--- config.mk ---
export PLATFORM = sky130hd
export DESIGN_NAME = mem_access_ctrl
export DESIGN_NICKNAME = d
export VERILOG_FILES = /design/src/rtl/mem_access_ctrl_pkg.sv /design/src/rtl/mem_access_ctrl.sv
export SDC_FILE = /design/constraint.sdc
export NUM_CORES = 1
export LEC_CHECK = 0
export CAP_MARGIN = 20
export CORE_MARGIN = 2
export CORE_UTILIZATION = 40
export CTS_CLUSTER_SIZE = 20
export DETAILED_ROUTE_END_ITERATION = 7
export PLACE_DENSITY = 0.82
export SETUP_SLACK_MARGIN = 0.05
export SYNTH_ARGS = -nofsm -noshare
export SYNTH_HDL_FRONTEND = slang
export SYNTH_SLANG_ARGS = --single-unit
--- constraint.sdc ---
create_clock -name clk -period 2.9 [get_ports clk]
set_input_delay 0.29 -clock clk [delete_from_list [all_inputs] [get_ports clk]]
set_output_delay 0.29 -clock clk [all_outputs]
set_load 0.005 [all_outputs]
--- src/rtl/mem_access_ctrl_pkg.sv ---
// Shared constants and FSM state encoding for the RAM access controller.
package mem_access_ctrl_pkg;

    localparam int ADDR_W     = 9;
    localparam int DATA_W     = 32;
    localparam int MEM_DEPTH  = 1 << ADDR_W;
    localparam int CPU_ADDR_W = 32;

    typedef enum logic [2:0] {
        IDLE      = 3'd0,
        R_ISSUE   = 3'd1,
        R_CAPTURE = 3'd2,
        W_ISSUE   = 3'd3,
        DONE      = 3'd4
    } state_t;

endpackage

--- src/rtl/mem_access_ctrl.sv ---
// CPU-side access controller for the 512x32 synchronous RAM: one read or write at a time.
// Optional MEM_ADDR_CHECK_EN: out-of-range MAR addresses complete with addr_fault instead of wrapping.
module mem_access_ctrl
    import mem_access_ctrl_pkg::*;
(
    input  logic                  clk,
    input  logic                  reset,
    input  logic                  req_read,
    input  logic                  req_write,
    input  logic [CPU_ADDR_W-1:0] cpu_addr,
    input  logic [DATA_W-1:0]     cpu_wdata,
    output logic [DATA_W-1:0]     cpu_rdata,
    output logic                  busy,
    output logic                  done,
    output logic                  addr_fault,
    output logic                  ram_read,
    output logic                  ram_write,
    output logic [ADDR_W-1:0]     ram_addr,
    output logic [DATA_W-1:0]     ram_wdata,
    input  logic [DATA_W-1:0]     ram_rdata
);

    // state     | meaning
    // IDLE      | waiting for a request
    // R_ISSUE   | ram_read high, RAM registers the word at the next edge
    // R_CAPTURE | strobes low, ram_rdata captured into cpu_rdata at the next edge
    // W_ISSUE   | ram_write high, RAM writes at the next edge
    // DONE      | one-cycle completion pulse

    state_t              state_q, state_d;
    logic [ADDR_W-1:0]   addr_q, addr_d;
    logic [DATA_W-1:0]   wdata_q, wdata_d;
    logic [DATA_W-1:0]   rdata_q, rdata_d;
    logic                busy_q, busy_d;
    logic                done_q, done_d;
    logic                fault_q, fault_d;
    logic                rd_q, rd_d;
    logic                wr_q, wr_d;
    logic                addr_oob;

`ifdef MEM_ADDR_CHECK_EN
    assign addr_oob = |cpu_addr[CPU_ADDR_W-1:ADDR_W];
`else
    // Upper MAR bits are discarded so addresses wrap modulo the RAM depth.
    logic unused_addr_hi;
    assign unused_addr_hi = ^cpu_addr[CPU_ADDR_W-1:ADDR_W];
    assign addr_oob       = 1'b0;
`endif

    always_comb begin
        state_d = state_q;
        addr_d  = addr_q;
        wdata_d = wdata_q;
        rdata_d = rdata_q;
        rd_d    = 1'b0;
        wr_d    = 1'b0;
        done_d  = 1'b0;
        fault_d = 1'b0;
        case (state_q)
            IDLE: begin
                if (req_read || req_write) begin
                    if (addr_oob) begin
                        state_d = DONE;
                        done_d  = 1'b1;
                        fault_d = 1'b1;
                    end else if (req_read) begin
                        // Read wins over a simultaneous write, like the RAM itself.
                        state_d = R_ISSUE;
                        rd_d    = 1'b1;
                        addr_d  = cpu_addr[ADDR_W-1:0];
                    end else begin
                        state_d = W_ISSUE;
                        wr_d    = 1'b1;
                        addr_d  = cpu_addr[ADDR_W-1:0];
                        wdata_d = cpu_wdata;
                    end
                end
            end
            R_ISSUE:   state_d = R_CAPTURE;
            R_CAPTURE: begin
                state_d = DONE;
                done_d  = 1'b1;
                rdata_d = ram_rdata;
            end
            W_ISSUE: begin
                state_d = DONE;
                done_d  = 1'b1;
            end
            DONE:      state_d = IDLE;
            default:   state_d = IDLE;
        endcase
        busy_d = (state_d != IDLE);
    end

    always_ff @(posedge clk or negedge reset) begin
        if (!reset) begin
            state_q <= IDLE;
            addr_q  <= '0;
            wdata_q <= '0;
            rdata_q <= '0;
            busy_q  <= 1'b0;
            done_q  <= 1'b0;
            fault_q <= 1'b0;
            rd_q    <= 1'b0;
            wr_q    <= 1'b0;
        end else begin
            state_q <= state_d;
            addr_q  <= addr_d;
            wdata_q <= wdata_d;
            rdata_q <= rdata_d;
            busy_q  <= busy_d;
            done_q  <= done_d;
            fault_q <= fault_d;
            rd_q    <= rd_d;
            wr_q    <= wr_d;
        end
    end

    assign cpu_rdata  = rdata_q;
    assign busy       = busy_q;
    assign done       = done_q;
    assign addr_fault = fault_q;
    assign ram_read   = rd_q;
    assign ram_write  = wr_q;
    assign ram_addr   = addr_q;
    assign ram_wdata  = wdata_q;

endmodule
# --- After elaboration in Yosys (flattened, before gate mapping) ---
# Index checks and enable logic that the tools add are counted.
word_totals:
  reg_bits: 80
  output_inout_bits: 78
  word_cells: 28
classes:
  muxes: 10
  eq_ne: 3
  reduce_logical: 6
  n_bitwise: 1
op_table:
  columns: ["cell", "count"]
  rows:
  - ["one-hot mux 3 bit (3 select lines)", 1]
  - ["two-way mux 1 bit", 7]
  - ["== test 3 x 2 -> 1 bit (second input constant)", 2]
  - ["== test 3 x 1 -> 1 bit (second input constant)", 1]
  - ["logical NOT 3 bit", 1]
  - ["two-way mux 3 bit", 1]
  - ["AND reduction 3 bit", 1]
  - ["nonzero test 3 bit", 1]
  - ["two-way mux 2 bit", 1]
  - ["AND reduction 2 bit", 1]
  - ["OR reduction 2 bit", 1]
  - ["logical OR 1 bit", 1]
  - ["NOT 1 bit", 1]

# --- Logic depth before layout (Yosys ltp) ---
depth:
  word_depth: 4
  depth_mapped: 5
  mapped_depth_nobuf: 3

# --- Worst setup path before layout ---
# OpenSTA, ideal clock, no wires.
synth_timing:
  path_type: "flip-flop to flip-flop"
  startpoint: "register state_q[0]"
  endpoint: "register addr_q[0] (netlist: ram_addr[0])"
  stages_incl_launch_ff: 5
  setup_time_ns: 0.125
  period_less_slack_ns: 1.401
  path_slack_ns: 1.499
  t_arrival_ns: 1.276
  t_required_ns: 2.775
  path_cell_list: "dfrtp_1 > nor3_2 > o21a_1 > buf_4 > mux2_2"
synth_via:
  elab_chain_len: 2
synth_lines:
  columns: ["item", "line_no", "rtl"]
  rows:
  - ["start, declared", "mem_access_ctrl.sv:30", "state_t state_q, state_d;"]
  - ["start signal, assigned", "mem_access_ctrl.sv:107", "state_q <= state_d;"]
  - ["logical NOT 3 bit", "mem_access_ctrl.sv:59", "case (state_q)"]
  - ["AND reduction 2 bit (no line)", null, null]
  - ["end signal, assigned", "mem_access_ctrl.sv:108", "addr_q <= addr_d;"]
  - ["end, declared", "mem_access_ctrl.sv:31", "logic [ADDR_W-1:0] addr_q, addr_d;"]
# No other way between the ends.
# A chain may end at the register's enable or synchronous reset.

# --- Worst setup path in the final report ---
layout_timing:
  startpoint: "register state_q[1]"
  endpoint: "register rdata_q[15] (netlist: cpu_rdata[15])"
layout_via:
  elab_chain_len: 1
layout_lines:
  columns: ["item", "line_no", "rtl"]
  rows:
  - ["== test 3 x 2 -> 1 bit", "mem_access_ctrl.sv:59", null]
  - ["end signal, assigned", "mem_access_ctrl.sv:110", "rdata_q <= rdata_d;"]
  - ["end, declared", "mem_access_ctrl.sv:33", "logic [DATA_W-1:0] rdata_q, rdata_d;"]
# No other way between the ends.

==> results.md <==
* Outcome: completed
* Share of layout cells above drive strength 1 at 0.280
* Comb pwr share at 0.477
* Initial Util at 0.418
* Global route overflow at 0
* Switching power at 1.38 mW
* Worst Clk Skew at 0.00805 ns
* Setup slack, reg-to-reg at 0.99 ns
* Clock transition at the registers of the reported paths at 0.08 ns
* Final worst path period need at 1.91 ns
* Sequential share of power at 0.372
* Via/cell ratio at 4.58
* Number of setup violations in the final report at 0
* Grt met1 use at 0.194
* Maximum vdd drop at 0.464 mV
* Final #Nets at 435
* Worst Reg2Reg Path Length in Cells at 4
* Antenna-violating nets left at 0
* Post-DP HPWL at 5.22 mm
* Critical Path Fanout Max at 18
* I/O pin count at 178
* Worst skew pair latency at 0.33 ns
* Initial antenna violation count at 0
* GR Layer Usage met2 at 0.283
* Worst slew pin tran at 0.730 ns
* Crit path max-delay family: simple AND/OR/NAND/NOR gates
* Busiest layer in global routing: met2
* Worst hold slack at 0.404 ns
* Hold Crit Class: primary input to asynchronous set/reset pin
* Buf+Inv Stages, Crit Path at 1
* Pre-antenna DRT Iters at 4
* Number of buffers added for setup after CTS at 0
* CTS sink cnt at 80
* Core Region at 7810 um^2
* Largest net degree at the start of global routing at 81
* Post-synthesis sequential area ratio at 0.613
* Met3 usage at 0.0425
* Internal cell power at 3.99 mW
* Clock buffer depth at 2
* First-pass GRT wire length at 11.0 mm
* Power Dens Cells at 1060 nW/um^2
* Syn Nets at 276
* Port bufs at 153
* Die Wd at 94.3 um
* # DRC at 0
* Vias at 2021
* Syn. warnings at 0
* Cell Area, Synth at 3260 um^2
* Distinct cells, synth at 18
* Sw Ratio at 0.257
* DRT iter0 DRCs at 31
* CP max-delay cell: nor2b_4
* Die Footprint at 8900 um^2
* Total of fill cells in the finished design at 594
* Chip height at 94.3 um
* Final wirelength at 7.11 mm
* RePlAce Congestion at 0.733
* Total track usage at 0.163
* Hold buffers post-CTS at 0
* Worst Setup EP: cpu_rdata[15]
* TritonCTS Buffers at 9
* Vias in the first global route at 2216
* Synthesized flop and latch total at 80
* WP depth at 4
* MaxCap Viol Count at 0
* Final slew viol count at 0
* Ant diodes at 0
* End of the worst register-to-register path: cpu_rdata[15]
* Setup TNS at 0 ns
* Cells after Synth at 176
* Max stage delay on crit path at 0.63 ns
* H-tree depth at 3
* Area of the multi-input gates at 1130 um^2
* CTS tree: yes
* Worst slew margin at 0.513
* Origin of the worst setup path: state_q[1]
* RSZ-0062 raised after global routing: no
* Routed wire per std cell at 16.1 um
* Clock share of power at 0.151
* Worst EP arrival at 2.13 ns
* Final worst path period share at 0.660
* Data required, critical path at 3.11 ns
* Register area at 2000 um^2
* Resized cells post-CTS at 0
* Startpoint types: flip-flop
* Setup crit end kind: flip-flop
* Clk Tree Root Cell: clkbuf_8
* Static leakage at 2.27 nW
* F_max at 522 MHz
* Syn-to-layout area delta at 55.5%
* Worst reg2reg path startpoint: state_q[1]
* CP cell instances: nor2b_2 > nor2b_4 > buf_12 > mux2_4
* Syn avg cell area at 18.5 um^2
* Type of the worst setup path: flip-flop to flip-flop
* Final hold vios at 0
* # rows at 32
[placed cells by master (no fill, tap or decap), types with 2 or more instances in the layout]
cell type and instances:
mux2_4 59, clkbuf_8 11, mux2_2 14, dfrtp_1 80, clkbuf_1 2, buf_12 2, clkdlybuf4s50_1 152, nor2b_1 2
inv_1 2
[layer usage]
layer | vias up | wire (um)
li1 | 925 | -
met1 | 1010 | 2740
met2 | 74 | 3800
met3 | 12 | 434
met4 | 0 | 133
met5 | - | 0
[worst reg2reg max path, delay by kind of cell (launching register included)]
kind                   cells  cell delay, ns
and+or+nand+nor            2            0.81
buffers and inverters      1            0.26
muxes                      1            0.32
DFF                        1            0.41
[synthesized netlist by cell type]
cell type	instances	area share
and2_2	1	0.0023
buf_12	3	0.018
buf_4	2	0.0046
buf_6	4	0.014
conb_1	1	0.0011
dfrtp_1	80	0.61
inv_1	2	0.0023
mux2_2	14	0.048
mux2_4	59	0.27
nand2_2	1	0.0019
nor2_1	1	0.0011
nor2b_1	2	0.0038
nor2b_2	1	0.0027
nor2b_4	1	0.0042
nor3_1	1	0.0015
nor3_2	1	0.0031
o21a_1	1	0.0023
o41a_1	1	0.0035
[area by class of cell]
type	count	share of cell area
Clock inverter	2	0.00764
Sequential cell	80	0.394
Multi-Input combinational cell	85	0.223
Inverter	2	0.00148
Timing Repair Buffer	157	0.317
Tap cell	102	0.0251
Clock buffer	13	0.0313
[registers in the layout, summed over array words and instances (netlist names)]
name	flops
cpu_rdata	32
ram_wdata	32
ram_addr	9
state_q	3
busy	1
done	1
ram_read	1
ram_write	1
[kinds of logic (layout without fill, tap and decap cells)]
family	Yosys count	count (layout)	share of synthesized area
simple gates	9	9	0.0207
other cells	1	1	0.00115
compound gates	2	2	0.00575
buf+inv	11	174	0.0391
mux	73	73	0.320
flops	80	80	0.613
[metrics by stage]
| step | utilization | total power, mW | cell area [um^2] | instances | setup WS, ns |
|---|---|---|---|---|---|
| after floorplan | - | 3.26 | 3260 | 176 | 1.50 |
| after global placement | 0.620 | 4.52 | 4840 | 424 | 0.854 |
| after detailed placement | 0.620 | 4.60 | 4840 | 424 | 0.812 |
| after CTS | 0.645 | 5.45 | 5040 | 439 | 0.948 |
| after global routing | 0.650 | 5.67 | 5070 | 441 | 0.881 |
| final | 0.650 | 5.37 | 5070 | 441 | 0.986 |
[how the worst min path moves through the flow]
stage | slack [ns] | start | cells after the start | end
final | 0.40 | reset | 2 | cpu_rdata[10]
after global routing | 0.41 | reset | 2 | cpu_rdata[10]
after CTS | 0.14 | reset | 1 | cpu_rdata[8]
after detailed placement | 0.49 | ram_wdata[15] | 1 | ram_wdata[15]
after global placement | 0.49 | ram_wdata[9] | 1 | ram_wdata[9]
after floorplan | -0.006 | reset | 0 | busy
[power by group through the flow]
stage | Sequential [mW] | Clock [mW] | Combinational, mW
after floorplan | 2.04 | 0 | 1.22
after global placement | 1.98 | 0 | 2.54
after detailed placement | 2.01 | 0 | 2.59
after CTS | 2.00 | 0.841 | 2.61
after global routing | 2.07 | 0.889 | 2.71
final | 2.00 | 0.810 | 2.56
(Power assumes the default switching activity.)
